File: config.mk
export PLATFORM = sky130hd
export DESIGN_NAME = voice_allocator_flat
export DESIGN_NICKNAME = d
export VERILOG_FILES = /design/src/rtl/voice_allocator_if.sv /design/src/rtl/voice_allocator.sv /design/src/flat_wrapper.sv
export SDC_FILE = /design/constraint.sdc
export NUM_CORES = 1
export LEC_CHECK = 0
export BUFFER_PORTS_ARGS = -buffer_cell sky130_fd_sc_hd__buf_2
export CAP_MARGIN = 20
export CORE_MARGIN = 10
export CORE_UTILIZATION = 60
export DETAILED_ROUTE_END_ITERATION = 7
export HOLD_SLACK_MARGIN = 0.03
export PLACE_DENSITY = 0.78
export SLEW_MARGIN = 20
export SYNTH_ARGS = -nofsm -noshare
export SYNTH_HDL_FRONTEND = slang
export SYNTH_SLANG_ARGS = --single-unit
File: constraint.sdc
create_clock -name i_clk -period 3 [get_ports i_clk]
set_input_delay 0 -clock i_clk [delete_from_list [all_inputs] [get_ports i_clk]]
set_output_delay 0 -clock i_clk [all_outputs]
set_load 0.1 [all_outputs]
File: src/rtl/voice_allocator_if.sv
// Note-update bus between the MIDI byte source, the voice allocator and ADSR.
// Signal names are written from the allocator's point of view.
interface voice_allocator_if;
  logic       i_byte_valid;
  logic [7:0] i_byte;
  logic       o_note_flag;
  logic       o_note_status;
  logic [7:0] o_voice_index;
  logic [6:0] o_voice_note;

  // Byte source / note consumer side
  modport master (
    output i_byte_valid, i_byte,
    input  o_note_flag, o_note_status, o_voice_index, o_voice_note
  );

  // Voice allocator side
  modport slave (
    input  i_byte_valid, i_byte,
    output o_note_flag, o_note_status, o_voice_index, o_voice_note
  );
endinterface

File: src/rtl/voice_allocator.sv
// MIDI Note On/Off parser and voice allocator feeding the ADSR note-update port.
// Optional feature: define VOICE_STEAL_EN to steal a voice (round-robin pointer)
// when a Note On finds neither a matching nor a free voice.
module voice_allocator #(
  parameter int unsigned NUM_VOICES   = 16,
  parameter logic [3:0]  MIDI_CHANNEL = 4'd0
) (
  input  logic               i_clk,
  input  logic               i_reset,
  voice_allocator_if.slave   bus,
  input  logic [1:0]         i_pipeline_state,
  output logic               o_busy,
  output logic               o_overrun
);

  localparam int unsigned    IW   = (NUM_VOICES > 1) ? $clog2(NUM_VOICES) : 1;
  localparam logic [IW-1:0]  LAST = IW'(NUM_VOICES - 1);

  typedef enum logic [1:0] {S_PARSE, S_SCAN, S_ISSUE, S_WAIT} state_t;

  state_t r_state, w_next;

  // Parser state
  logic          r_rs_valid, r_rs_on, r_have_note, r_is_on;
  logic [6:0]    r_note;

  // Voice table
  logic [NUM_VOICES-1:0] r_active;
  logic [6:0]            r_note_tab [NUM_VOICES];

  // Scan bookkeeping
  logic [IW-1:0] r_scan_idx, r_match_idx, r_free_idx, r_tgt;
  logic          r_match_vld, r_free_vld;

  logic          w_take, w_vel_done, w_last;
  logic          w_cur_match, w_cur_free, w_any_match, w_any_free, w_go_issue;
  logic [IW-1:0] w_match_idx, w_free_idx, w_tgt;

`ifdef VOICE_STEAL_EN
  logic [IW-1:0] r_steal_ptr;
  logic          r_tgt_steal, w_steal;
`endif

  assign w_take     = bus.i_byte_valid && (r_state == S_PARSE);
  assign w_vel_done = w_take && !bus.i_byte[7] && r_rs_valid && r_have_note;
  assign w_last     = (r_scan_idx == LAST);

  // Match/free result including the voice examined this cycle
  always_comb begin
    w_cur_match = r_active[r_scan_idx] && (r_note_tab[r_scan_idx] == r_note);
    w_cur_free  = !r_active[r_scan_idx];
    w_any_match = r_match_vld || w_cur_match;
    w_match_idx = r_match_vld ? r_match_idx : r_scan_idx;
    w_any_free  = r_free_vld || w_cur_free;
    w_free_idx  = r_free_vld ? r_free_idx : r_scan_idx;
  end

  // End-of-scan decision: retrigger/off on match, else free voice, else steal
  always_comb begin
    w_go_issue = 1'b0;
    w_tgt      = w_match_idx;
`ifdef VOICE_STEAL_EN
    w_steal    = 1'b0;
`endif
    if (w_any_match) begin
      w_go_issue = 1'b1;
    end else if (r_is_on) begin
      if (w_any_free) begin
        w_go_issue = 1'b1;
        w_tgt      = w_free_idx;
      end else begin
`ifdef VOICE_STEAL_EN
        w_go_issue = 1'b1;
        w_tgt      = r_steal_ptr;
        w_steal    = 1'b1;
`endif
      end
    end
  end

  // FSM state register
  always_ff @(posedge i_clk) begin
    if (i_reset) r_state <= S_PARSE;
    else         r_state <= w_next;
  end

  // FSM next state and strobe outputs
  always_comb begin
    w_next          = r_state;
    bus.o_note_flag = 1'b0;
    o_busy          = (r_state != S_PARSE);
    o_overrun       = bus.i_byte_valid && (r_state != S_PARSE) && !i_reset;
    unique case (r_state)
      S_PARSE: if (w_vel_done) w_next = S_SCAN;
      S_SCAN:  if (w_last) w_next = w_go_issue ? S_ISSUE : S_PARSE;
      S_ISSUE: begin
        bus.o_note_flag = 1'b1;
        w_next          = S_WAIT;
      end
      S_WAIT:  if (i_pipeline_state == 2'd2) w_next = S_PARSE;
      default: w_next = S_PARSE;
    endcase
  end

  // MIDI parser: running status, note/velocity alternation
  always_ff @(posedge i_clk) begin
    if (i_reset) begin
      r_rs_valid  <= 1'b0;
      r_rs_on     <= 1'b0;
      r_have_note <= 1'b0;
      r_is_on     <= 1'b0;
      r_note      <= '0;
    end else if (w_take) begin
      if (bus.i_byte[7]) begin
        if (bus.i_byte < 8'hF8) begin
          r_rs_valid  <= (bus.i_byte[3:0] == MIDI_CHANNEL) &&
                         (bus.i_byte[7:4] == 4'h8 || bus.i_byte[7:4] == 4'h9);
          r_rs_on     <= bus.i_byte[4];
          r_have_note <= 1'b0;
        end
      end else if (r_rs_valid) begin
        if (!r_have_note) begin
          r_note      <= bus.i_byte[6:0];
          r_have_note <= 1'b1;
        end else begin
          r_have_note <= 1'b0;
          r_is_on     <= r_rs_on && (bus.i_byte[6:0] != 7'd0);
        end
      end
    end
  end

  // Sequential voice scan and latching of the issued event
  always_ff @(posedge i_clk) begin
    if (i_reset) begin
      r_scan_idx        <= '0;
      r_match_vld       <= 1'b0;
      r_match_idx       <= '0;
      r_free_vld        <= 1'b0;
      r_free_idx        <= '0;
      r_tgt             <= '0;
      bus.o_note_status <= 1'b0;
      bus.o_voice_index <= '0;
      bus.o_voice_note  <= '0;
`ifdef VOICE_STEAL_EN
      r_tgt_steal       <= 1'b0;
`endif
    end else if (r_state == S_SCAN) begin
      r_scan_idx <= r_scan_idx + 1'b1;
      if (w_cur_match && !r_match_vld) begin
        r_match_vld <= 1'b1;
        r_match_idx <= r_scan_idx;
      end
      if (w_cur_free && !r_free_vld) begin
        r_free_vld <= 1'b1;
        r_free_idx <= r_scan_idx;
      end
      if (w_last && w_go_issue) begin
        r_tgt             <= w_tgt;
        bus.o_note_status <= r_is_on;
        bus.o_voice_index <= 8'(w_tgt);
        bus.o_voice_note  <= r_note;
`ifdef VOICE_STEAL_EN
        r_tgt_steal       <= w_steal;
`endif
      end
    end else if (r_state == S_PARSE) begin
      r_scan_idx  <= '0;
      r_match_vld <= 1'b0;
      r_free_vld  <= 1'b0;
    end
  end

  // Voice table update, written on the ISSUE edge
  always_ff @(posedge i_clk) begin
    if (i_reset) begin
      r_active <= '0;
      for (int unsigned i = 0; i < NUM_VOICES; i++) r_note_tab[i] <= '0;
    end else if (r_state == S_ISSUE) begin
      r_active[r_tgt]   <= r_is_on;
      r_note_tab[r_tgt] <= r_note;
    end
  end

`ifdef VOICE_STEAL_EN
  // Round-robin steal pointer, advanced only by an issued steal
  always_ff @(posedge i_clk) begin
    if (i_reset) r_steal_ptr <= '0;
    else if (r_state == S_ISSUE && r_tgt_steal)
      r_steal_ptr <= (r_steal_ptr == LAST) ? '0 : r_steal_ptr + 1'b1;
  end
`endif

endmodule
File: src/flat_wrapper.sv
// flat-port wrapper written by rule: the top's interface ports become plain ports
module voice_allocator_flat 
#(
  parameter int unsigned NUM_VOICES   = 16,
  parameter logic [3:0]  MIDI_CHANNEL = 4'd0
)
  (i_clk, i_reset, i_pipeline_state, o_busy, o_overrun, bus_i_byte_valid, bus_i_byte, bus_o_note_flag, bus_o_note_status, bus_o_voice_index, bus_o_voice_note);
  voice_allocator_if bus_i ();
  input  logic i_clk;
  input  logic i_reset;
  input  logic [1:0] i_pipeline_state;
  output logic o_busy;
  output logic o_overrun;
  input wire logic [$bits(bus_i.i_byte_valid)-1:0] bus_i_byte_valid;
  input wire logic [$bits(bus_i.i_byte)-1:0] bus_i_byte;
  output wire logic [$bits(bus_i.o_note_flag)-1:0] bus_o_note_flag;
  output wire logic [$bits(bus_i.o_note_status)-1:0] bus_o_note_status;
  output wire logic [$bits(bus_i.o_voice_index)-1:0] bus_o_voice_index;
  output wire logic [$bits(bus_i.o_voice_note)-1:0] bus_o_voice_note;
  assign bus_i.i_byte_valid = bus_i_byte_valid;
  assign bus_i.i_byte = bus_i_byte;
  assign bus_o_note_flag = bus_i.o_note_flag;
  assign bus_o_note_status = bus_i.o_note_status;
  assign bus_o_voice_index = bus_i.o_voice_index;
  assign bus_o_voice_note = bus_i.o_voice_note;
  voice_allocator #(.NUM_VOICES(NUM_VOICES), .MIDI_CHANNEL(MIDI_CHANNEL)) u_core (.i_clk(i_clk), .i_reset(i_reset), .bus(bus_i), .i_pipeline_state(i_pipeline_state), .o_busy(o_busy), .o_overrun(o_overrun));
endmodule
# Word level (Yosys, flattened, before mapping)
# Memories as Yosys holds them, arrays and structs flattened. A register that Yosys moved wholly into a read port is not among the register bits.
# Index checks and enable logic that the tools add are counted.
# totals
elab_cells	114
romBits	0
memories	1
ramBits	112
ff_bits	55
out_inout_bits	19
inputBits	13
latchBits	0
# memory_table
name	depth	width	rd	rd_clocked_by_memory_dff	wr	line	rtl
u_core.r_note_tab	16	7	1	1	16	voice_allocator.sv:29	logic [6:0] r_note_tab [NUM_VOICES];
# op_classes
div	0
n_bitwise	2
n_shift	0
magnitude_cmp	4
muxes	39
reduce_logical	38
mul	0
eq_ne	14
n_addsub	1
# ops
op	n
two-way mux 4 bit	10
two-way mux 1 bit	20
bitwise mux 16 bit	1
logical AND 1 bit	13
== test 4 bit (second input constant)	3
< comparator 4 x 5 -> 1 bit (second input constant)	2
AND reduction 2 bit	5
AND reduction 3 bit	3
< comparator 8 bit (second input constant)	1
two-way mux 2 bit	4
!= test 2 x 1 -> 1 bit (second input constant)	4
case mux 2 bit (4 select lines)	1
AND reduction 4 bit	2
== test 7 bit	1
two-way mux 7 bit	1
nonzero test 7 bit	1
OR reduction 7 bit	1
== test 2 bit (second input constant)	3
nonzero test 2 bit	3
zero test 1 bit	5
adder 4 x 1 -> 4 bit (second input constant)	1
binary-select mux 1 bit (select 4 bit)	1
demux 1 bit (select 4 bit)	1
>= comparator 4 x 1 -> 1 bit (second input constant)	1
6 further kinds	10

# Longest topological paths before layout
# Gate-level depths: netlist of the first run.
# depth
depth_word	10
depth_mapped	11
depth_no_buf	8

# Worst setup path before layout of the first run
# No wires, ideal clock.
# synth_path
path_kind	reg-to-reg
start	register (tool-made name)
end	register u_core.r_tgt[2]
stages_incl_launch_ff	10
required_time_ps	2921
path_buffers	2
arrival_ps	2624
setup_slack_ps	296
synth_period_minus_slack_ps	2704
setup_time_ps	79
cell_sequence	dfxtp_1 -> buf_4 -> clkbuf_1 -> mux4_1 -> mux4_2 -> xnor2_2 -> nand4_4 -> o2111a_1 -> a211o_1 -> a211oi_2
# synth_rtl
element	line	rtl
end signal, assigned	voice_allocator.sv:159	r_tgt <= w_tgt;
end, declared	voice_allocator.sv:32	logic [IW-1:0] r_scan_idx, r_match_idx, r_free_idx, r_tgt;

==> results of run 1 <==
-- repair_timing --
action | CTS | global route
hold endpoints to repair | 13 | 0
pin swaps | 0 | 7
endpoints found under the setup margin | 9 | 17
cloned | 0 | 2
gates resized for setup | 2 | 19
hold buffers | 12 | 0
-- final cells by class --
cell class | instances | area [um2] | area share, %
Clock buffer | 22 | 474 | 5.10
Inverter | 25 | 93.8 | 1.01
Multi-Input combinational cell | 438 | 3250 | 34.9
Tap cell | 176 | 220 | 2.37
Sequential cell | 171 | 4550 | 49.0
Clock inverter | 10 | 116 | 1.25
Timing Repair Buffer | 72 | 588 | 6.33
-- through the flow --
| stage | hold slack, ns | std cells | area, um2 | TNS, ns | power (mW) |
|---|---|---|---|---|---|
| after floorplan | 0.147 | 683 | 8060 | 0 | 2.71 |
| after global placement | 0.259 | 868 | 8470 | 0 | 2.76 |
| after detailed placement | 0.264 | 868 | 8470 | 0 | 2.76 |
| after CTS | 0.0685 | 912 | 9190 | 0 | 4.91 |
| after global routing | 0.0988 | 914 | 9290 | -0.373 | 5.03 |
| final | 0.0778 | 914 | 9290 | 0 | 4.91 |
-- critical path: stages, from the launching register on --
cell and delay (ns):
dfxtp_1 0.36, buf_12 0.13, buf_12 0.14, mux4_2 0.52, mux2i_2 0.23, mux2i_1 0.15, xnor2_1 0.31, nand4_4 0.27
nor4_4 0.27, buf_4 0.19, mux2i_2 0.23, nor2_1 0.05
-- metal layers --
layer / part of all wire (%) / track usage, % / vias up
li1: - / - / 2503
met1: 39 / 27.9 / 2764
met2: 49 / 35.6 / 319
met3: 8.5 / 4.60 / 62
met4: 3.8 / 13.3 / 0
met5: 0 / 0 / -
-- placed cells by master, fill, tap and decap left out, types with 12 or more instances in the layout --
master and count:
clkbuf_16 19, nand3_1 18, mux2i_1 32, buf_4 27, a21oi_1 26, inv_1 23, edfxtp_1 112, buf_2 27
dfxtp_1 56, nor2_1 42, mux4_2 18, o21ai_0 29, dlygate4sd3_1 12, and2_1 114, nand2_1 66
-- worst max-delay path by stage --
stage,start,endpoint
6_report,flip-flop,u_core.r_match_idx[3]
5_1_grt,flip-flop,u_core.r_match_idx[3]
4_1_cts,flip-flop,u_core.r_match_idx[3]
3_5_place_dp,flip-flop,u_core.r_tgt[0]
3_3_place_gp,flip-flop,u_core.r_tgt[1]
2_1_floorplan,flip-flop,u_core.r_tgt[2]
-- logic make-up after synthesis --
logic type	after synthesis
muxes	66
AOI/OAI and AO/OA	86
xor gates and xnor gates	7
adders and majority gates	1
buffers and inverters	74
and+or+nand+nor	274
DFF	171
other	1
-- registers in the layout (all words and copies together) (netlist names), named ones only --
| signal | cells |
|---|---|
| u_core.r_match_vld | 1 |
| u_core.bus.o_voice_note | 7 |
| u_core.r_state | 1 |
| u_core.r_rs_valid | 1 |
| u_core.r_scan_idx | 4 |
| u_core.r_match_idx | 4 |
| u_core.bus.o_note_status | 1 |
| u_core.r_is_on | 1 |
| u_core.r_tgt | 4 |
| u_core.r_free_idx | 4 |
| u_core.r_free_vld | 1 |
| u_core.r_rs_on | 1 |
| u_core.r_active | 16 |
| u_core.r_note_tab | 112 |
| u_core.r_have_note | 1 |
| u_core.r_note | 7 |
-- where the power goes --
part	switching [mW]	leakage, nW	total, mW	internal [mW]
Sequential	0.0165	1.63	2.57	2.55
Clock	0.887	0.286	2.18	1.29
Combinational	0.111	1.39	0.161	0.0507
Total	1.01	3.31	4.91	3.89
==> flow_summary.json, run 1 <==
{
  "power_leakage_nw": 3.31,
  "post_cts_buffers": 0,
  "p_per_area_mw_per_mm2": 528,
  "reg2reg_to": "u_core.r_match_idx[3]",
  "worstHoldStart": "bus_i_byte_valid",
  "synth_area_per_cell_um2": 11.8,
  "finalHoldViolations": 0,
  "drc": 0,
  "end_kind": "flip-flop",
  "globalplace.congestion": 0.892,
  "antenna_found_initial": 0,
  "cts_root_buffer": "clkbuf_16",
  "drive_gt1_share_pct": 18.4,
  "critPathKind": "reg2reg",
  "synthArstFlopShare_pct": 0,
  "synthXorXnorAreaFrac_pct": 0.855,
  "cts_tree": "done",
  "num_io_pins": 32,
  "ys_seq_area_share_pct": 56.5,
  "detailroute.via_count": 5648,
  "drt_iter0_drc": 763,
  "period_needed_ns": 3.00,
  "ir_drop_v": 0.000434,
  "finalSetupViolCount": 0,
  "die_w_um": 136,
  "dpl_worst_slack_ns": 0.00640,
  "clock_sinks": 171,
  "maxCapViolCount": 0,
  "syn_to_final_growth_pct": 15.5,
  "syn_inst": 680,
  "start_util_pct": 61.0,
  "worst_slack_ns": 0.00297,
  "drt_first_pass_iters": 5,
  "skew_ns": 0.00758,
  "synth_edf_count": 112,
  "arrival_ns": 3.31,
  "synthTopCellsByCount": "114 x and2_1, 112 x edfxtp_1, 66 x nand2_1",
  "yosysWarningCount": 0,
  "hold_path_end": "u_core.r_have_note",
  "utilization_pct": 70.5,
  "ys_ff_latch": 171,
  "fin_crit_sh_pct": 99.9,
  "path_clk_slew_ns": 0.06,
  "rows": 42,
  "grt_max_degree": 42,
  "synth_simple_gate_area_share_pct": 18.1,
  "cts_made_buffers": 17,
  "syn_area_mm2": 0.00805,
  "synth_flop_cell": "edfxtp_1",
  "crit_path_start_kind": "flip-flop",
  "grt_use_total_pct": 22.5,
  "yosysMostFrequentCell": "and2_1",
  "overflow": 0,
  "fill_cells": 880,
  "cts-htree-levels": 4,
  "reg2reg_depth": 11,
  "critPathMaxFanout": 13,
  "hp-class": "in2reg",
  "worstPathRequired_ns": 3.31,
  "port_buffers": 27,
  "status": "completed",
  "diodes": 0,
  "grt_pass1_wl_um": 31100,
  "dieArea_mm2": 0.0184,
  "die_y_um": 136,
  "holdPathStages": 6,
  "synth_top_family_by_area": "simple AND/OR/NAND/NOR gates",
  "vias_per_cell": 6.18,
  "clock_path_buffers": 2,
  "insertion_delay_ns": 0.44,
  "synthMuxAreaShare_pct": 13.5,
  "synthAdderAreaFrac_pct": 0.155,
  "rrSetupSlack_ns": 0.003,
  "final_nets": 739,
  "dp_hpwl_um": 13500,
  "synth_compound_area_share_pct": 6.92,
  "worstMarginPinSlew_ns": 0.767,
  "maxSlewViolCount": 0,
  "wl_per_cell_um": 22.5,
  "synth_cell_types": 56,
  "antenna_left": 0,
  "ys_top_cells_by_area": "edfxtp_1 42%, dfxtp_1 15%, and2_1 8.9%, mux4_1 4.9%, mux2i_1 4.4%",
  "wirelength_um": 20600,
  "synth_top_area_cell": "edfxtp_1",
  "slew_headroom_pct": 48.7,
  "yosysTopAreaCellShare_pct": 41.8,
  "core_mm2": 0.0132,
  "clock.fmax_mhz": 334,
  "grt_pass1_vias": 5644
}
(Power assumes the default switching activity.)
==> run 2: changes to the inputs <==
CORE_MARGIN = 2   (was 10)
clock period = 2.87 ns   (was 3 ns; I/O delays follow)
==> flow_summary.json, run 2 (synthesized netlist as in run 1, its figures left out) <==
{
  "die_w_um": 120,
  "arrival_ns": 3.30,
  "die_y_um": 120,
  "status": "finished with violations",
  "antenna_found_initial": 0,
  "final_area_mm2": 0.00944,
  "grt_max_degree": 42,
  "drive_gt1_share_pct": 19.9,
  "dp_hpwl_um": 13200,
  "skew_ns": 0.00695,
  "largest_reg_flops": 112,
  "top_layer": "met4",
  "grt_pass1_vias": 5717,
  "maxSlewViolCount": 0,
  "wirelength_um": 20300,
  "grt_pass1_wl_um": 31600,
  "end_kind": "flip-flop",
  "syn_to_final_growth_pct": 17.3,
  "start_util_pct": 61.0,
  "path_clk_slew_ns": 0.06,
  "holdWs_ns": 0.0619,
  "violations": "setup timing",
  "overflow": 0,
  "reg2reg_to": "u_core.r_tgt[3]",
  "cp_cell_sequence": "buf_12 > mux4_1 > mux2_4 > and3_4 > o21a_1 > o211ai_4 > nor2_4 > o41a_1 > a311oi_2",
  "final_common_cell": "and2_1",
  "cts-htree-levels": 4,
  "met3_length_um": 1620,
  "detailroute.via_count": 5594,
  "cts_root_buffer": "clkbuf_16",
  "period_needed_ns": 2.95,
  "core_mm2": 0.0132,
  "hp-class": "in2reg",
  "crit_end": "u_core.r_tgt[3]",
  "power_leakage_nw": 3.40,
  "worstMarginPinSlew_ns": 1.04,
  "grt_use_total_pct": 30.1,
  "finalSetupViolCount": 7,
  "crit_path_max_incr_delay_ns": 0.54,
  "port_buffers": 27,
  "p_per_area_mw_per_mm2": 547,
  "finalHoldViolations": 0,
  "fin_crit_sh_pct": 103,
  "cts_tree": "done",
  "slew_headroom_pct": 30.2,
  "maxCapViolCount": 0,
  "rows": 42,
  "rrSetupSlack_ns": -0.08,
  "wl_per_cell_um": 21.9,
  "globalplace.congestion": 0.926,
  "clock_sinks": 171,
  "met1_length_um": 7840,
  "cts_made_buffers": 17,
  "antenna_left": 0,
  "ir_drop_v": 0.000425,
  "dieArea_mm2": 0.0144,
  "final_cell_mix": "114 x and2_1, 112 x edfxtp_1, 65 x nand2_1",
  "num_io_pins": 32,
  "crit_path_start_kind": "flip-flop",
  "reg2reg_depth": 9,
  "insertion_delay_ns": 0.43,
  "reg_top3": "u_core.r_note_tab: 112 flops, u_core.r_active: 16 flops",
  "drt_iter0_drc": 675,
  "rsz0062_at_grt": "true",
  "diodes": 0,
  "worst_slack_ns": -0.0848,
  "crit_cells": 9,
  "worstPathRequired_ns": 3.21,
  "crit_family": "compound AO/OA/AOI/OAI gates",
  "regMostFlops": "u_core.r_note_tab",
  "drc": 0,
  "crit_buf_inv": 1,
  "cp_slowest_cell": "mux4_1",
  "final_nets": 751,
  "totalPowerFinal_mw": 5.16,
  "critPathMaxFanout": 7,
  "vias_per_cell": 6.04,
  "drt_first_pass_iters": 5,
  "critPathKind": "reg2reg",
  "placed_cell_area_mm2": 0.00851,
  "clock.fmax_mhz": 338,
  "wl_met2_um": 9890,
  "clock_path_buffers": 2
}
==> run 2: through the flow <==
step                worst slack (ns)  TNS, ns  std cells  util (%)
CTS                          -0.0428   -0.116        920      70.8
global route                  -0.180    -1.76        926      71.5
detailed placement            -0.173    -1.26        873      64.5
global placement             -0.0911   -0.214        873      64.5
floorplan                      0.166        0        683         -
finish                       -0.0848   -0.323        926      71.5
==> run 2: final cells by class <==
| class | count | area (um2) |
|---|---|---|
| Multi-Input combinational cell | 438 | 3290 |
| Clock buffer | 23 | 522 |
| Tap cell | 176 | 220 |
| Inverter | 25 | 93.8 |
| Timing Repair Buffer | 84 | 681 |
| Clock inverter | 9 | 82.6 |
| Fill cell | 887 | 3750 |
| Sequential cell | 171 | 4550 |
==> run 2: worst min-delay path by stage <==
stage / from / endpoint / slack, ns / depth (start not counted)
detailed placement: bus_i_byte[2] / u_core.r_note[2] / 0.27 / 3
floorplan: bus_i_byte[0] / u_core.r_note[0] / 0.15 / 2
CTS: bus_i_byte_valid / u_core.r_have_note / 0.06 / 6
finish: bus_i_byte_valid / u_core.r_have_note / 0.06 / 6
global placement: bus_i_byte[1] / u_core.r_note[1] / 0.27 / 3
global route: bus_i_byte_valid / u_core.r_have_note / 0.13 / 6
==> run 2: layer usage <==
metal | up-vias | GRT usage (%)
met5 | - | 0
met4 | 0 | 15.4
met3 | 75 | 5.70
met2 | 303 | 49.5
met1 | 2694 | 38.2
li1 | 2522 | -
==> run 2: worst register-to-register path, cell delays in order (launching register included) <==
cell	delay (ns)
dfxtp_2	0.35
buf_12	0.13
mux4_1	0.54
mux2_4	0.30
and3_4	0.18
o21a_1	0.19
o211ai_4	0.43
nor2_4	0.10
o41a_1	0.39
a311oi_2	0.24
==> run 2: report_power, final <==
| group | internal, mW | switching [mW] | total [mW] |
|---|---|---|---|
| clock network | 1.37 | 0.938 | 2.31 |
| logic | 0.0557 | 0.115 | 0.171 |
| registers | 2.67 | 0.0186 | 2.69 |
==> run 2: repair_timing <==
action	in CTS	in global routing
hold buffers	13	0
cloned	1	1
setup endpoints to repair	17	17
gates resized for setup	16	14
pin swaps	6	9
hold endpoints to repair	13	0
setup buffers	1	5
==> run 3: changes to the inputs <==
SETUP_SLACK_MARGIN = 0.4   (was not set)
==> flow_summary.json, run 3 (synthesized netlist as in run 1, its figures left out) <==
{
  "status": "finished with violations",
  "violations": "setup timing",
  "p_switching_mw": 1.09,
  "drt_iter0_drc": 671,
  "reg_top3": "u_core.r_note_tab: 112 flops, u_core.r_active: 16 flops",
  "grt_pass1_wl_um": 31400,
  "fill_cells": 851,
  "hold_path_end": "u_core.r_match_idx[0]",
  "ir_drop_v": 0.000411,
  "seq_power_share_pct": 51.8,
  "syn_to_final_growth_pct": 18.2,
  "wl_per_cell_um": 22.7,
  "final_nets": 754,
  "clock.fmax_mhz": 339,
  "final_cell_count_no_fill": 929,
  "worstHoldStart": "i_reset",
  "dieArea_mm2": 0.0144,
  "antenna_left": 0,
  "fin_crit_sh_pct": 103,
  "cts_made_buffers": 17,
  "totalPowerFinal_mw": 5.18,
  "rows": 42,
  "vias_per_cell": 6.13,
  "clock_sinks": 171,
  "die_w_um": 120,
  "grt_max_degree": 42,
  "final_common_cell": "and2_1",
  "skew_ns": 0.00637,
  "power_leakage_nw": 3.40,
  "p_per_area_mw_per_mm2": 545,
  "globalplace.congestion": 0.908,
  "worst_slack_ns": -0.0758,
  "holdPathStages": 3,
  "arrival_ns": 3.29,
  "wirelength_um": 21100,
  "worstMarginPinSlew_ns": 0.769,
  "drt_first_pass_iters": 5,
  "regMostFlops": "u_core.r_note_tab",
  "dp_hpwl_um": 13300,
  "overflow": 0,
  "maxCapViolCount": 0,
  "start_util_pct": 61.0,
  "rsz0062_at_grt": "true",
  "combPwrFrac_pct": 3.4,
  "swShare_pct": 20.9,
  "cts-htree-levels": 4,
  "period_needed_ns": 2.95,
  "reg2reg_depth": 11,
  "pwr-share-clk_pct": 44.8,
  "reg2reg_to": "u_core.r_tgt[3]",
  "maxSlewViolCount": 0,
  "worstPathRequired_ns": 3.21,
  "multi_input_area_mm2": 0.00333,
  "grt_pass1_vias": 5550,
  "critPathMaxFanout": 7,
  "num_io_pins": 32,
  "intPower_mw": 4.10,
  "diodes": 0,
  "place_inst": 877,
  "cts_tree": "done",
  "cts_root_buffer": "clkbuf_16",
  "end_kind": "flip-flop",
  "holdWs_ns": 0.102,
  "clock_path_buffers": 2,
  "antenna_found_initial": 0,
  "detailroute.via_count": 5697,
  "drive_gt1_share_pct": 22.7,
  "insertion_delay_ns": 0.44,
  "rrSetupSlack_ns": -0.08,
  "largest_reg_flops": 112,
  "path_clk_slew_ns": 0.06,
  "finalHoldViolations": 0,
  "finalSetupTns_ns": -0.115,
  "final_cell_mix": "114 x and2_1, 112 x edfxtp_1, 65 x nand2_1",
  "drc": 0,
  "core_mm2": 0.0132,
  "slew_headroom_pct": 48.6,
  "regArea_mm2": 0.00456,
  "port_buffers": 27,
  "critPathKind": "reg2reg",
  "crit_path_start_kind": "flip-flop",
  "finalSetupViolCount": 4,
  "die_y_um": 120,
  "hp-class": "in2reg",
  "grt_use_total_pct": 30.1
}
-- run 3: final cells by class --
type                            instances  share of cell area (%)
Timing Repair Buffer                   87                    7.31
Clock inverter                          7                   0.500
Clock buffer                           25                    5.98
Sequential cell                       171                    47.9
Inverter                               25                   0.986
Tap cell                              176                    2.31
Multi-Input combinational cell        438                    35.0
-- run 3: layer usage --
metal | vias up | global-route usage [%] | share of wire (%)
met4 | 0 | 14.4 | 4.0
met5 | - | 0 | 0
li1 | 2524 | - | -
met1 | 2789 | 38.2 | 38
met3 | 60 | 5.66 | 7.9
met2 | 324 | 50.1 | 50
-- run 3: how the worst max path moves through the flow --
stage | endpoint | from | slack (ns) | cells after the start
after floorplan | u_core.r_tgt[2] | flip-flop | 0.24 | 9
after global placement | u_core.r_tgt[0] | flip-flop | 0.05 | 9
after detailed placement | u_core.r_tgt[3] | flip-flop | -0.06 | 9
after CTS | u_core.r_tgt[2] | flip-flop | 0.05 | 8
after global routing | u_core.r_tgt[1] | flip-flop | -0.1 | 11
final | u_core.r_tgt[3] | flip-flop | -0.08 | 11
-- run 3: what timing repair did --
action	4_1_cts	5_1_grt
setup endpoints to repair	18	22
pin swaps	12	11
hold endpoints to repair	13	0
resized for setup	18	29
buffers inserted	3	3
hold buffers	12	0
gates cloned	1	1
-- run 3: critical path, stage by stage (launching register included) --
cell and delay (ns):
dfxtp_2 0.34, buf_12 0.13, buf_8 0.14, buf_6 0.13, mux4_2 0.32, mux4_2 0.50
xnor2_2 0.20, nand4_4 0.24, o31ai_4 0.34, buf_6 0.16, nand2_4 0.05, a311oi_2 0.29
-- run 3: stage by stage --
| stage | instance area [um2] | setup slack (ns) | utilization [%] |
|---|---|---|---|
| after floorplan | 8080 | 0.236 | - |
| after global placement | 8510 | 0.0474 | 64.6 |
| after detailed placement | 8510 | -0.0565 | 64.6 |
| after CTS | 9340 | 0.0467 | 70.8 |
| after global routing | 9510 | -0.0953 | 72.1 |
| final | 9510 | -0.0758 | 72.1 |
-- run 3: power by group through the flow --
stage / sequential (mW) / combinational (mW) / clock (mW)
after floorplan: 2.73 / 0.103 / 0
after CTS: 2.68 / 0.163 / 2.31
after global routing: 2.69 / 0.183 / 2.41
after global placement: 2.74 / 0.146 / 0
after detailed placement: 2.74 / 0.150 / 0
final: 2.68 / 0.175 / 2.33
